<file path="config.mk">
export PLATFORM = sky130hd
export DESIGN_NAME = rtc_access_sequencer
export DESIGN_NICKNAME = d
export VERILOG_FILES = /design/src/rtl/rtc_access_sequencer.sv
export SDC_FILE = /design/constraint.sdc
export NUM_CORES = 1
export LEC_CHECK = 0
export CORE_ASPECT_RATIO = 0.5
export CORE_MARGIN = 4
export CORE_UTILIZATION = 59
export DETAILED_ROUTE_END_ITERATION = 10
export GPL_TIMING_DRIVEN = 0
export PLACE_DENSITY = 0.94
export SLEW_MARGIN = 20
export SYNTH_ARGS = -nofsm -noshare
export SYNTH_HDL_FRONTEND = slang
export SYNTH_SLANG_ARGS = --single-unit
</file>
<file path="constraint.sdc">
create_clock -name clk -period 6.5 [get_ports clk]
set_clock_uncertainty 0.1 [all_clocks]
set_input_delay 0.975 -clock clk [delete_from_list [all_inputs] [get_ports clk]]
set_output_delay 0.975 -clock clk [all_outputs]
set_load 0.02 [all_outputs]
</file>
<file path="src/rtl/rtc_access_sequencer.sv">
// RTC access sequencer: power-up init writes, periodic time/timer refresh, config read/commit.
// Optional transaction timeout enabled by defining RTC_SEQ_TIMEOUT_EN.
module rtc_access_sequencer #(
  parameter int unsigned TIME_N      = 7,
  parameter int unsigned TIMER_N     = 3,
  parameter logic [7:0]  TIME_BASE   = 8'h21,
  parameter logic [7:0]  TIMER_BASE  = 8'h41,
  parameter int unsigned GAP_CYC     = 16,
  parameter int unsigned TIMEOUT_CYC = 1023
) (
  input  logic       clk,
  input  logic       reset,
  input  logic       in_flag_done,
  input  logic       in_sw1,
  input  logic       in_sw2,
  output logic [1:0] out_funcion_conf,
  output logic [7:0] out_addr_ram_rtc,
  output logic [7:0] out_dato_inicio,
  output logic       out_flag_inicio,
  output logic       out_funcion_w_r,
  output logic       out_en_funcion_rtc,
  output logic       out_timeout,
  output logic [2:0] state_now,
  output logic [3:0] q
);

  typedef enum logic [2:0] {
    StInit  = 3'd0,
    StRead  = 3'd1,
    StGap   = 3'd2,
    StCfg   = 3'd3,
    StWrite = 3'd4
  } state_e;

  localparam logic [3:0] TimeN    = 4'(TIME_N);
  localparam logic [3:0] TimerN   = 4'(TIMER_N);
  localparam logic [3:0] LastRead = 4'(TIME_N + TIMER_N);
  localparam logic [7:0] GapLast  = 8'(GAP_CYC - 1);

  state_e     state_q, state_d;
  logic [3:0] q_q, q_d, last;
  logic       en_q, en_d;
  logic [7:0] gap_q, gap_d;
  logic       target_q, target_d;  // 1: timer group under edit, 0: time group
  logic       pending_q, pending_d;
  logic [1:0] conf_q;
  logic       timeout_q, timeout_d;
  logic [7:0] addr_q, addr_d, dato_q, dato_d, idx;
  logic       flag_q, flag_d, wr_q, wr_d;
  logic       abort, init_done;

`ifdef RTC_SEQ_TIMEOUT_EN
  localparam logic [9:0] TimeoutLast = 10'(TIMEOUT_CYC - 1);
  logic [9:0] to_cnt_q;
  logic       init_done_q;

  assign abort     = en_q && !in_flag_done && (to_cnt_q == TimeoutLast);
  assign init_done = init_done_q;

  always_ff @(posedge clk) begin
    if (reset) begin
      to_cnt_q    <= 10'd0;
      init_done_q <= 1'b0;
    end else begin
      to_cnt_q <= (en_q && !in_flag_done && !abort) ? to_cnt_q + 10'd1 : 10'd0;
      if (state_q == StInit && state_d == StRead) init_done_q <= 1'b1;
    end
  end
`else
  assign abort     = 1'b0;
  assign init_done = 1'b1;
`endif

  always_ff @(posedge clk) begin
    if (reset) begin
      state_q   <= StInit;
      q_q       <= 4'd0;
      en_q      <= 1'b0;
      gap_q     <= 8'd0;
      target_q  <= 1'b0;
      pending_q <= 1'b0;
      conf_q    <= 2'd0;
      timeout_q <= 1'b0;
      addr_q    <= 8'h00;
      dato_q    <= 8'h00;
      flag_q    <= 1'b0;
      wr_q      <= 1'b0;
    end else begin
      state_q   <= state_d;
      q_q       <= q_d;
      en_q      <= en_d;
      gap_q     <= gap_d;
      target_q  <= target_d;
      pending_q <= pending_d;
      conf_q    <= {in_sw2, in_sw1};
      timeout_q <= timeout_d;
      addr_q    <= addr_d;
      dato_q    <= dato_d;
      flag_q    <= flag_d;
      wr_q      <= wr_d;
    end
  end

  always_comb begin
    unique case (state_q)
      StInit:  last = 4'd2;
      StRead:  last = LastRead;
      StCfg:   last = target_q ? TimeN : TimerN;
      StWrite: last = target_q ? TimerN : TimeN;
      default: last = 4'd0;
    endcase
  end

  // Every transaction ends with a gap cycle (en low) before the next request.
  always_comb begin
    state_d   = state_q;
    q_d       = q_q;
    en_d      = en_q;
    gap_d     = gap_q;
    target_d  = target_q;
    pending_d = pending_q;
    timeout_d = 1'b0;
    if (state_q == StGap) begin
      if (gap_q == GapLast) begin
        gap_d = 8'd0;
        if (!init_done) begin
          state_d = StInit;
        end else if (conf_q == 2'd0) begin
          state_d = pending_q ? StWrite : StRead;
        end else begin
          state_d  = StCfg;
          target_d = (conf_q == 2'd3);
        end
      end else begin
        gap_d = gap_q + 8'd1;
      end
    end else if (abort) begin
      en_d      = 1'b0;
      timeout_d = 1'b1;
      q_d       = 4'd0;
      gap_d     = 8'd0;
      state_d   = StGap;
    end else if (!en_q) begin
      en_d = 1'b1;
    end else if (in_flag_done) begin
      en_d = 1'b0;
      if (q_q == last) begin
        q_d = 4'd0;
        unique case (state_q)
          StInit:  state_d = StRead;
          StRead:  state_d = StGap;
          StCfg: begin
            state_d   = StGap;
            pending_d = 1'b1;
          end
          StWrite: begin
            state_d   = StRead;
            pending_d = 1'b0;
          end
          default: state_d = StGap;
        endcase
      end else begin
        q_d = q_q + 4'd1;
      end
    end
  end

  // Transaction fields are decoded from next state so they are registered with en.
  always_comb begin
    addr_d = 8'h00;
    dato_d = 8'h00;
    flag_d = 1'b0;
    wr_d   = 1'b0;
    idx    = {4'd0, q_d};
    unique case (state_d)
      StInit: begin
        flag_d = 1'b1;
        wr_d   = 1'b1;
        case (q_d)
          4'd0: begin addr_d = 8'h02; dato_d = 8'h10; end
          4'd1: begin addr_d = 8'h02; dato_d = 8'h00; end
          default: begin addr_d = 8'h10; dato_d = 8'hD2; end
        endcase
      end
      StRead: begin
        if (q_d == 4'd0)     addr_d = 8'hF0;
        else if (q_d <= TimeN) addr_d = TIME_BASE + idx - 8'd1;
        else                 addr_d = TIMER_BASE + (idx - {4'd0, TimeN} - 8'd1);
      end
      StCfg: begin
        if (target_d) addr_d = (q_d == 4'd0) ? 8'hF1 : TIME_BASE + idx - 8'd1;
        else          addr_d = (q_d == 4'd0) ? 8'hF2 : TIMER_BASE + idx - 8'd1;
      end
      StWrite: begin
        wr_d = 1'b1;
        if (target_d) addr_d = (q_d == TimerN) ? 8'hF2 : TIMER_BASE + idx;
        else          addr_d = (q_d == TimeN) ? 8'hF1 : TIME_BASE + idx;
      end
      default: addr_d = 8'h00;
    endcase
  end

  assign out_funcion_conf   = conf_q;
  assign out_addr_ram_rtc   = addr_q;
  assign out_dato_inicio    = dato_q;
  assign out_flag_inicio    = flag_q;
  assign out_funcion_w_r    = wr_q;
  assign out_en_funcion_rtc = en_q;
  assign out_timeout        = timeout_q;
  assign state_now          = state_q;
  assign q                  = q_q;

endmodule

</file>
# Yosys cells after proc, flatten, opt, wreduce, memory -nomap -nowiden
# Cells that the tools add are included.
# W data, S select, Z words.
# word_totals
regBits	38
latchBits	0
mem_bits_rw	0
mem_bits_ro	0
inputBits	5
out_inout_bits	29
elab_cells	81
n_memories	0
# classes
add_sub_neg	9
multipliers	0
n_div	0
n_lt_le_gt_ge	1
n_eq_ne	13
n_shift	0
mux	35
bitwise	2
n_reduce_logical	10
# ops
cell	n
$mux W8	9
$pmux W8 S4	1
$mux W3	9
$mux W4	4
$pmux W4 S4	1
$pmux W8 S2	1
$sub A8 B1 Y8 const B	2
$eq A3 B2 Y1 const B	3
$add A7 B4 Y8 const A	1
$add A7 B8 Y8 const A	1
$add A8 B1 Y8 const B	1
$eq A8 B4 Y1 const B	1
$reduce_or A2 Y1	4
$add A6 B4 Y7 const A	1
$mux W1	7
$eq A3 B1 Y1 const B	2
$eq A3 B3 Y1 const B	2
$logic_not A3 Y1	2
$sub A5 B2 Y6 const B	1
$mux W5	1
$reduce_and A5 Y1	1
$sub A4 B3 Y5 const B	1
$add A4 B1 Y4 const B	1
$eq A4 B1 Y1 const B	1
other kinds (11)	12

# Logic depth before layout (Yosys ltp)
# logic_depth
word_depth	13
depth_mapped	18
ltp_nobuf	15

# Least setup slack after synthesis
# Ideal clock, no wire load.
# synth_path
kind	in2reg
start	input in_flag_done
end	register addr_q[6] (netlist: out_addr_ram_rtc[6])
setup_ns	0.132
t_arrival_ns	3.488
required_ns	6.268
slack_ns	2.780
stages	17
n_path_buf	2
path_cell_list	and2_1 clkbuf_1 nand2_1 nand2_1 o311a_1 buf_2 inv_2 ha_1 nand2b_1 o31a_1 o211ai_1 o2111ai_1 a21oi_1 o211ai_1 and3_1 a211oi_1 o22ai_1
# synth_between
elab_chain_cells	9
word_cells_on_any_way	30
cone_classes	add/sub: 7; order compare: 1; eq/ne: 5; mux: 15; reduce/logical: 2
# synth_rtl
element	line_no	text
start: declaration	13	input logic in_flag_done,
$mux W4 *	145	end else if (in_flag_done) begin
$mux W4 *	143	end else if (!en_q) begin
$mux W4 *	123	if (state_q == StGap) begin
via q_d[0]	41	logic [3:0] q_q, q_d, last;
$sub A4 B3 Y5	188	else addr_d = TIMER_BASE + (idx - {4'd0, TimeN} - 8'd1);
$sub A5 B2 Y6	188	
$add A7 B8 Y8	188	
$mux W8	187	else if (q_d <= TimeN) addr_d = TIME_BASE + idx - 8'd1;
$mux W8	186	if (q_d == 4'd0) addr_d = 8'hF0;
$pmux W8 S4 *	175	unique case (state_d)
end signal: assignment	97	addr_q <= addr_d;
end: declaration	48	logic [7:0] addr_q, addr_d, dato_q, dato_d, idx;
# The timed path passes the listed nets; every way through them passes the cells marked *.
# A chain may end at the register's enable or synchronous reset.

# Worst setup path in the final report
# layout_path
start	input in_flag_done
end	register addr_q[4] (netlist: out_addr_ram_rtc[4])
# The elaborated chain is that of the path after synthesis.

==> impl_metrics.json <==
{
  "run_status": "complete, no violations",
  "detailed_route_wl_mm": 7.76,
  "hold_buffers": 0,
  "globalRoute.totalOverflow": 0,
  "global_route_met3_utilization": 0.0700,
  "fp.dieArea_mm2": 0.00555,
  "postRouteAntennaNets": 0,
  "post_drt_wl_per_cell_um": 18.3,
  "die_width_um": 101,
  "fin_crit_ns": 4.79,
  "design.core.area_mm2": 0.00404,
  "nNetsFinal": 380,
  "timing.reg2reg.setup_slack_ns": 2.11,
  "maxClockFrequency_mhz": 209,
  "timing.slew.headroom": 0.600,
  "globalRouteMet1Util": 0.384,
  "timing.critical_path.required_ns": 6.55,
  "die_h_um": 54.7,
  "clk_root_buffer_cell": "clkbuf_8",
  "worst_hold_path.endpoint": "gap_q[1]",
  "asyncSetResetFlopFracSynth": 0,
  "clock_tree.buffer_depth": 2,
  "row_count": 16,
  "final.setup.tns_ns": 0,
  "cp.arrival_ns": 4.84,
  "ctsResizeCount": 0,
  "post_synth_main_area_contributors": "dfxtp_1 25%, nor2_1 5.1%, nand2_1 3.8%",
  "highest_utilization_routing_layer_at_the_global_route_stage": "met2",
  "critical-path-max-stage-delay_ns": 0.48,
  "synth.area.mux_share": 0.00389,
  "timing.hold.worst.class": "reg -> reg",
  "dp.cells": 416,
  "worst_ir_drop_vdd_mv": 0.0959,
  "netlist_area_mm2": 0.00258,
  "timing_hold_violations_final": 0,
  "post_cts.repair.setup_buffers": 0,
  "syn_to_final_growth_pct": 17.6,
  "grt_usage": 0.290,
  "met2_usage": 0.482,
  "final_layout_size_suffix_gt1_frac": 0.122,
  "final.period_utilization": 0.737,
  "synth_enable_flop_cells": 0,
  "max_slew.worst_pin.slew_ns": 0.595,
  "post_drt_via_cell_ratio": 6.59,
  "first_iter_violations": 281,
  "ys_seq_area_frac": 0.249,
  "synth_simple_gate_area_frac": 0.303,
  "synth_cells": 330,
  "multi_input_gate_area_in_the_final_layout_mm2": 0.00174,
  "critical_path.slowest_cell": "clkbuf_1",
  "grt_max_degree": 12,
  "critical_path.endpoint_type": "flip-flop",
  "firstDrtPassIters": 8,
  "clk_latency_ns": 0.29,
  "hold_path_startpoint": "gap_q[1]",
  "largest_family_of_logic_cells_by_synthesized_area": "simple AND/OR/NAND/NOR gates",
  "critPathBufInv": 4,
  "report.final.setup_viol": 0,
  "tritoncts": "built",
  "top_level_ports": 34,
  "nFillCells": 317,
  "timing.critical_path.cells": "clkdlybuf4s50_1 > nand2_1 > nor2_2 > nand2_1 > o311a_1 > buf_2 > inv_2 > ha_1 > clkbuf_1 > a21oi_1 > a32oi_1 > a21oi_1 > o211ai_1 > o311ai_0 > a221oi_1 > o21ai_0",
  "cp-start-kind": "input pin",
  "synth_top_area_cell": "dfxtp_1",
  "cts_buffers": 5,
  "r2r_start": "q[0]",
  "number_of_antenna_violations_at_the_first_check_in_global_routing": 0,
  "grt_setup_unrepaired": "no",
  "grt_first_pass_wirelength_mm": 12.4,
  "largest_fanout_of_any_net_on_the_critical_path": 10,
  "first_global_vias": 2560,
  "routed-via-count": 2796,
  "synth_area_in_xor_xnor": 0.0408,
  "hold_ws_ns": 0.383,
  "power_per_cell_area_mw_per_mm2": 150,
  "cts.reportedPaths.clkPinSlew_ns": 0.07,
  "sequential_cell_area_um2": 641,
  "criticalPathCategory": "in -> reg",
  "netlist.area_leader.share": 0.249,
  "placement.io_buffers": 28,
  "dp_hpwl_mm": 5.87,
  "post_synthesis_adder_cell_area_fraction": 0.0291,
  "worstReg2RegEnd": "out_addr_ram_rtc[4]",
  "synth_compound_gate_area_share": 0.293,
  "register_bit_total_from_synthesis": 32,
  "reg2reg_depth": 16,
  "timing.final.max_slew_violations": 0,
  "drc": 0,
  "max_capacitance_violation_count": 0,
  "critical_path.top_delay_family": "compound AO/OA/AOI/OAI gates",
  "diodes": 0,
  "post_layout_nonfiller_instances": 424,
  "number_of_clock_sinks": 32,
  "power.static_leakage_nw": 1.19,
  "initial_utilization": 0.637,
  "clock_tree.htree_level_count": 2,
  "gpl.final_weighted_congestion": 0.987,
  "ys_types": 73,
  "average_cell_area_after_synthesis_um2": 7.81,
  "ys_dominant_reg_cell": "dfxtp_1",
  "hold_path_depth": 2,
  "ys.warnings.count": 0
}
cell usage after synthesis (5+ instances only):
master	instances
nor2_1	35
dfxtp_1	32
nand2_1	26
nand3_1	18
a21oi_1	17
nor3_1	12
a31oi_1	9
buf_4	9
clkbuf_1	9
o21ai_0	9
xnor2_1	9
a21o_1	7
and3_1	7
inv_1	7
ha_1	6
nand2b_1	6
nand4_1	6
a21boi_0	5
buf_2	5
o21ai_1	5
cells in the final DEF (no fill, tap or decap), types with 11 or more instances in the layout:
master	synthesis	layout
a21oi_1	17	17
nor2_1	35	35
nor3_1	12	12
nand3_1	18	18
dfxtp_1	32	32
clkbuf_1	9	11
clkdlybuf4s50_1	0	28
nand2_1	26	26
sequential cells by signal, indices dropped and copies added, names as in the netlist:
register / cells
gap_q: 8
out_addr_ram_rtc: 8
out_dato_inicio: 2
out_en_funcion_rtc: 1
out_flag_inicio: 1
out_funcion_conf: 2
out_funcion_w_r: 1
pending_q: 1
q: 4
state_now: 3
target_q: 1
metal layers:
layer	vias to the layer above	share of wire	routed length [um]
li1	1281	-	-
met5	-	0	0
met3	20	0.10	785
met4	0	0.017	131
met1	1323	0.43	3350
met2	172	0.45	3490
power by group:
group | total, mW | internal (mW) | switching [mW]
logic | 0.0900 | 0.0355 | 0.0545
clock network | 0.160 | 0.0863 | 0.0732
registers | 0.205 | 0.201 | 0.00357
total | 0.454 | 0.323 | 0.131
cells by family (layout without fill, tap and decap cells):
family | Yosys count | after routing
AND/OR/NAND/NOR | 145 | 145
AO/OA/AOI/OAI | 97 | 97
buffers and inverters | 36 | 72
flip-flops | 32 | 32
XOR/XNOR | 12 | 12
adder cells (fa/ha/maj) | 6 | 6
other | 1 | 5
multiplexers | 1 | 1
through the flow:
step | area (um2) | utilization | power [mW] | setup WS (ns)
after floorplan | 2590 | - | 0.268 | 2.78
after global placement | 2940 | 0.727 | 0.295 | 1.59
after detailed placement | 2940 | 0.727 | 0.297 | 1.62
after CTS | 3030 | 0.749 | 0.453 | 1.90
after global routing | 3030 | 0.749 | 0.473 | 1.54
final | 3030 | 0.749 | 0.454 | 1.71
how the worst max path moves through the flow:
| stage | cells after the start | end | slack (ns) | startpoint |
|---|---|---|---|---|
| 4_1_cts | 16 | out_addr_ram_rtc[4] | 1.90 | in_flag_done |
| 6_report | 16 | out_addr_ram_rtc[4] | 1.71 | in_flag_done |
| 3_3_place_gp | 16 | out_addr_ram_rtc[4] | 1.59 | in_flag_done |
| 3_5_place_dp | 16 | out_addr_ram_rtc[4] | 1.62 | in_flag_done |
| 5_1_grt | 18 | out_addr_ram_rtc[6] | 1.54 | in_flag_done |
| 2_1_floorplan | 17 | out_addr_ram_rtc[6] | 2.78 | in_flag_done |
cell type report:
| class | count | share of cell area |
|---|---|---|
| Multi-Input combinational cell | 266 | 0.576 |
| Sequential cell | 32 | 0.211 |
| Timing Repair Buffer | 28 | 0.0925 |
| Buffer | 28 | 0.0582 |
| Clock buffer | 8 | 0.0297 |
| Tap cell | 54 | 0.0223 |
| Inverter | 8 | 0.00991 |
tightest hold or removal path, stage by stage, from the launching register on:
cell and delay (ns):
dfxtp_1 0.33, nand2_1 0.06, a21oi_1 0.05
Note: power is estimated with default switching activity, not from simulation.
